## src/rtl/sprite_blit_ctrl.sv

```systemverilog
// Blit sequencer: copies a w x h source rectangle into the 240x160 framebuffer with colour-key and clipping.
// Source address leads the framebuffer write by two cycles to cover the registered source read.
module sprite_blit_ctrl #(
  parameter int          FB_W = 240,
  parameter int          FB_H = 160,
  parameter int          AW   = 19,
  parameter logic [23:0] KEY  = 24'hFF00FF
) (
  input  logic          Clk,
  input  logic          Reset_h,
  input  logic          req_valid,
  output logic          req_ready,
  input  logic          req_src,
  input  logic [AW-1:0] req_src_base,
  input  logic [9:0]    req_src_stride,
  input  logic [8:0]    req_w,
  input  logic [7:0]    req_h,
  input  logic [8:0]    req_dst_x,
  input  logic [7:0]    req_dst_y,
  input  logic          req_key_en,
  output logic          src_sel,
  output logic [AW-1:0] src_read_address,
  input  logic [23:0]   src_data,
  output logic [AW-1:0] fb_write_address,
  output logic [23:0]   fb_data_In,
  output logic          fb_we,
  output logic          busy,
  output logic          done
);

  localparam logic [9:0]    FB_W10 = 10'(FB_W);
  localparam logic [9:0]    FB_H10 = 10'(FB_H);
  localparam logic [AW-1:0] FB_W_A = AW'(FB_W);

  typedef enum logic [1:0] {IDLE, RUN, DRAIN, DONE} state_t;

  state_t state, state_nxt;

  logic          accept, zero_size, last_col, last_row, pix_write;
  logic [8:0]    w_q, col, dst_x_q;
  logic [7:0]    h_q, row;
  logic [9:0]    stride_q;
  logic          key_en_q;
  logic [AW-1:0] src_row_base, fb_row_base, fb_addr;
  logic [AW-1:0] y_a, row0;
  logic [9:0]    abs_x, abs_y;

  // Stage 1: metadata for the pixel whose source data is on src_data this cycle.
  logic          s1_vld, s1_clip;
  logic [AW-1:0] s1_addr;

  assign req_ready = (state == IDLE);
  assign busy      = (state != IDLE);
  assign accept    = req_valid && req_ready;
  assign zero_size = (req_w == 9'd0) || (req_h == 8'd0);
  assign last_col  = (col == w_q - 9'd1);
  assign last_row  = (row == h_q - 8'd1);

  // Row start y*240 formed as y*256 - y*16, keeping multipliers off the accept path.
  assign y_a  = AW'(req_dst_y);
  assign row0 = (y_a << 8) - (y_a << 4);

  assign pix_write = s1_vld && !s1_clip && !(key_en_q && (src_data == KEY));

  always_ff @(posedge Clk) begin
    if (Reset_h) state <= IDLE;
    else         state <= state_nxt;
  end

  always_comb begin
    state_nxt = state;
    unique case (state)
      IDLE:    if (accept && !zero_size) state_nxt = RUN;
      RUN:     if (last_col && last_row) state_nxt = DRAIN;
      DRAIN:   state_nxt = DONE;
      DONE:    state_nxt = IDLE;
      default: state_nxt = IDLE;
    endcase
  end

  always_ff @(posedge Clk) begin
    if (Reset_h) begin
      done             <= 1'b0;
      fb_we            <= 1'b0;
      fb_write_address <= '0;
      fb_data_In       <= '0;
      src_read_address <= '0;
      src_sel          <= 1'b0;
      s1_vld           <= 1'b0;
      s1_clip          <= 1'b0;
      s1_addr          <= '0;
      w_q              <= '0;
      h_q              <= '0;
      stride_q         <= '0;
      dst_x_q          <= '0;
      key_en_q         <= 1'b0;
      col              <= '0;
      row              <= '0;
      src_row_base     <= '0;
      fb_row_base      <= '0;
      fb_addr          <= '0;
      abs_x            <= '0;
      abs_y            <= '0;
    end else begin
      done   <= 1'b0;
      fb_we  <= 1'b0;
      s1_vld <= 1'b0;

      if (accept) begin
        w_q              <= req_w;
        h_q              <= req_h;
        stride_q         <= req_src_stride;
        dst_x_q          <= req_dst_x;
        key_en_q         <= req_key_en;
        src_sel          <= req_src;
        src_read_address <= req_src_base;
        src_row_base     <= req_src_base;
        col              <= '0;
        row              <= '0;
        abs_x            <= {1'b0, req_dst_x};
        abs_y            <= {2'b00, req_dst_y};
        fb_row_base      <= row0;
        fb_addr          <= row0 + AW'(req_dst_x);
        if (zero_size) done <= 1'b1;
      end

      if (state == RUN) begin
        s1_vld  <= 1'b1;
        s1_addr <= fb_addr;
        s1_clip <= (abs_x >= FB_W10) || (abs_y >= FB_H10);
        if (last_col) begin
          col              <= '0;
          row              <= row + 8'd1;
          src_row_base     <= src_row_base + AW'(stride_q);
          src_read_address <= src_row_base + AW'(stride_q);
          fb_row_base      <= fb_row_base + FB_W_A;
          fb_addr          <= fb_row_base + FB_W_A + AW'(dst_x_q);
          abs_x            <= {1'b0, dst_x_q};
          abs_y            <= abs_y + 10'd1;
        end else begin
          col              <= col + 9'd1;
          src_read_address <= src_read_address + AW'(1);
          fb_addr          <= fb_addr + AW'(1);
          abs_x            <= abs_x + 10'd1;
        end
      end

      if (state == DONE) done <= 1'b1;

      // Suppressed slots leave address/data untouched; only fb_we marks a real write.
      if (pix_write) begin
        fb_we            <= 1'b1;
        fb_write_address <= s1_addr;
        fb_data_In       <= src_data;
      end
    end
  end

endmodule

```

## config.mk

```make
export PLATFORM = sky130hd
export DESIGN_NAME = sprite_blit_ctrl
export DESIGN_NICKNAME = d
export VERILOG_FILES = /design/src/rtl/sprite_blit_ctrl.sv
export SDC_FILE = /design/constraint.sdc
export NUM_CORES = 1
export LEC_CHECK = 0
export ABC_AREA = 1
export CAP_MARGIN = 30
export CORE_ASPECT_RATIO = 0.8
export CORE_MARGIN = 3
export CORE_UTILIZATION = 45
export CTS_CLUSTER_DIAMETER = 30
export DETAILED_ROUTE_END_ITERATION = 10
export PLACE_DENSITY = 0.8
export SLEW_MARGIN = 20
export SYNTH_ARGS = -nofsm -noshare
export SYNTH_HDL_FRONTEND = slang
export SYNTH_SLANG_ARGS = --single-unit
```

## constraint.sdc

```tcl
create_clock -name Clk -period 2.6 [get_ports Clk]
set_clock_uncertainty 0.05 [all_clocks]
set_input_delay 0.52 -clock Clk [delete_from_list [all_inputs] [get_ports Clk]]
set_output_delay 0.52 -clock Clk [all_outputs]
set_load 0.005 [all_outputs]
```

==> results.yml <==
floorplanning:
  core_um2: 28800
  die-area_um2: 31800
  die_y_um: 160
  io_pins: 159
  start_util_pct: 46.4
  rows: 55
  die_w_um: 199
timing:
  hold_ws_ps: 291
  period_share_pct: 95.4
  hold_violations: 0
  min_period_ps: 2480
  drv_slew: 0
  max_slew.worst_pin.slew_ps: 661
  fmax_ghz: 0.403
  setup_viol: 0
  relSlewSlack_pct: 55.9
  layout_setup_ws_ps: 119
  tns_ps: 0
power:
  p_int_mw: 11.3
  combPwrFrac_pct: 35.8
  seq_power_share_pct: 28.4
  power_density_nw_per_um2: 1010
  p_sw_share_pct: 38.1
  p_total_mw: 18.3
  p_leak_nw: 7.55
  vdd_ir_drop_max_v: 0.000507
  p_clk_share_pct: 35.8
  switching_power_mw: 6.97
clocking:
  worstSkewPairLatency_ps: 550
  path_clk_slew_ps: 50
  htreeDepth: 2
  cts_tree: "done"
  clock_sinks: 219
  cts_inserted_buffers: 50
  cts_hold_buf: 0
  cts_root_buf: "clkbuf_16"
  cts_buffer_depth: 3
yosys:
  syn-instance-count: 2044
  synthArstFlopShare_pct: 0
  yosysTopAreaCell: "dfxtp_1"
  synth_flop_cell: "dfxtp_1"
  yosysSeqAreaShare_pct: 32.9
  synth_area_leaders: "dfxtp_1, nand2_1, a21oi_1"
  synth_area_per_cell_um2: 6.53
  synth_top_area_share_pct: 32.9
  yosysWarningCount: 0
  yosys_register_bits: 219
  synth_cell_type_count: 47
  synthTopCellsByCount: "nand2_1, dfxtp_1, nor2_1"
  syn-cell-area_um2: 13300
  synth_fp_nets: 2184
  synth_edf_count: 0
  synth_most_common_cell: "nand2_1"
global_route:
  grt_pass1_wl_um: 69200
  track_usage_pct: 26.1
  grt_start_max_net_pins: 64
  overflow: 0
  antenna_found_initial: 0
  grt_pass1_vias: 13957
min_path:
  worstHoldPathCells: 2
  hold_start: "Reset_h"
  hold_path_end: "src_read_address[9]"
  min_path_type: "input port to flip-flop"
cells_and_area:
  nNetsFinal: 2423
  multi_input_area_um2: 8110
  fillers: 2538
  final_cell_area_um2: 18000
  syn_to_final_growth_pct: 35.1
  drive_gt1_share_pct: 13.0
  diodes: 0
  area.sequential_um2: 4390
critical_path:
  critical_path_peak_fanout: 5
  cp-start-kind: "flip-flop"
  reg2regPathDepth: 18
  cp.required_ps: 2030
  crit_start: "state[0]"
  worstSetupPathType: "flip-flop to output pin"
  r2r_end: "fb_addr[13]"
  rr_startpoint: "fb_row_base[4]"
  crit_arrival_ps: 1910
  rrSetupSlack_ps: 150
  worstSetupEndpointType: "output pin"
run:
  maxCapViolations: 0
placement:
  gp_congestion: 0.942
  pre_cts_slack_ps: -760
  place_area_um2: 15900
  io_buffers: 158
  dpl.hpwl_um: 30200
route:
  ant_nets: 0
  wirelength_um: 43800
  firstDrtPassIters: 5
  routedWlPerCell_um: 16.3
  drtIter0Drc: 1428
  vias: 14802
  viasPerCell: 5.50
  drc: 0
outcome:
  status: "completed"
-- critical path, stage by stage (launching register included) --
cell	delay, ps
dfxtp_1	380
inv_1	80
ha_1	320
inv_1	90
clkdlybuf4s50_1	490
-- logic make-up after synthesis --
group	after synthesis	synth area share (%)
adders and majority gates	48	4.67
AOI/OAI and AO/OA	421	16.9
xor gates and xnor gates	88	5.78
and+or+nand+nor	995	31.6
buffers and inverters	273	8.14
DFF	219	32.9
-- placed cells by master, fill, tap and decap left out, types with 36 or more instances in the layout --
cell type	n
inv_1	161
nand2_1	513
buf_4	113
clkdlybuf4s50_1	152
nor2_1	183
xor2_1	53
o21ai_0	172
a21oi_1	174
clkbuf_16	52
ha_1	36
dfxtp_1	217
nand3_1	173
-- power groups by stage --
stage	Sequential (mW)	Combinational, mW	Clock (mW)
6_report	5.18	6.54	6.54
5_1_grt	5.28	7.24	6.78
4_1_cts	5.12	6.21	6.60
3_5_place_dp	5.18	6.12	0
3_3_place_gp	5.14	5.97	0
2_1_floorplan	4.92	4.05	0
-- registers in the layout, indices dropped and copies added, names as in the netlist --
name,cells
w_q,9
s1_vld,1
src_sel,1
stride_q,10
fb_write_address,19
state,2
fb_data_In,24
fb_addr,19
col,9
src_read_address,19
h_q,8
fb_we,1
fb_row_base,19
s1_clip,1
dst_x_q,9
s1_addr,19
src_row_base,19
done,1
key_en_q,1
row,8
abs_y,10
abs_x,10
-- stage by stage --
stage	cells	util (%)
floorplan	2044	-
global placement	2588	55.4
detailed placement	2588	55.4
CTS	2683	61.7
global route	2693	62.7
finish	2693	62.7
-- final cells by class --
class,count,share of cell area (%)
timing repair buffer,282,14.7
tap,370,2.57
sequential,219,24.3
multi-input combinational,1552,45.0
inverter,178,3.75
clock buffer,57,7.48
clock inverter,35,2.26
-- repair_timing --
item                       in CTS  in global routing
resized for setup              10                 55
setup endpoints to repair       6                 97
pin swaps                       8                 26
buffers inserted                3                  9
gates cloned                    0                  1
-- worst max-delay path by stage --
stage | depth (start not counted) | slack [ps] | end
finish | 4 | 120 | busy
global route | 18 | -20 | fb_addr[13]
CTS | 17 | 50 | fb_addr[15]
detailed placement | 20 | -760 | fb_addr[17]
global placement | 20 | -720 | fb_addr[17]
floorplan | 20 | 3 | fb_addr[17]
-- routing by layer --
layer	wire length (µm)	GRT usage, %
met2	19400	40.9
met4	1190	8.59
met5	0	0
met1	19700	36.2
met3	3490	5.02
(Power assumes the default switching activity.)
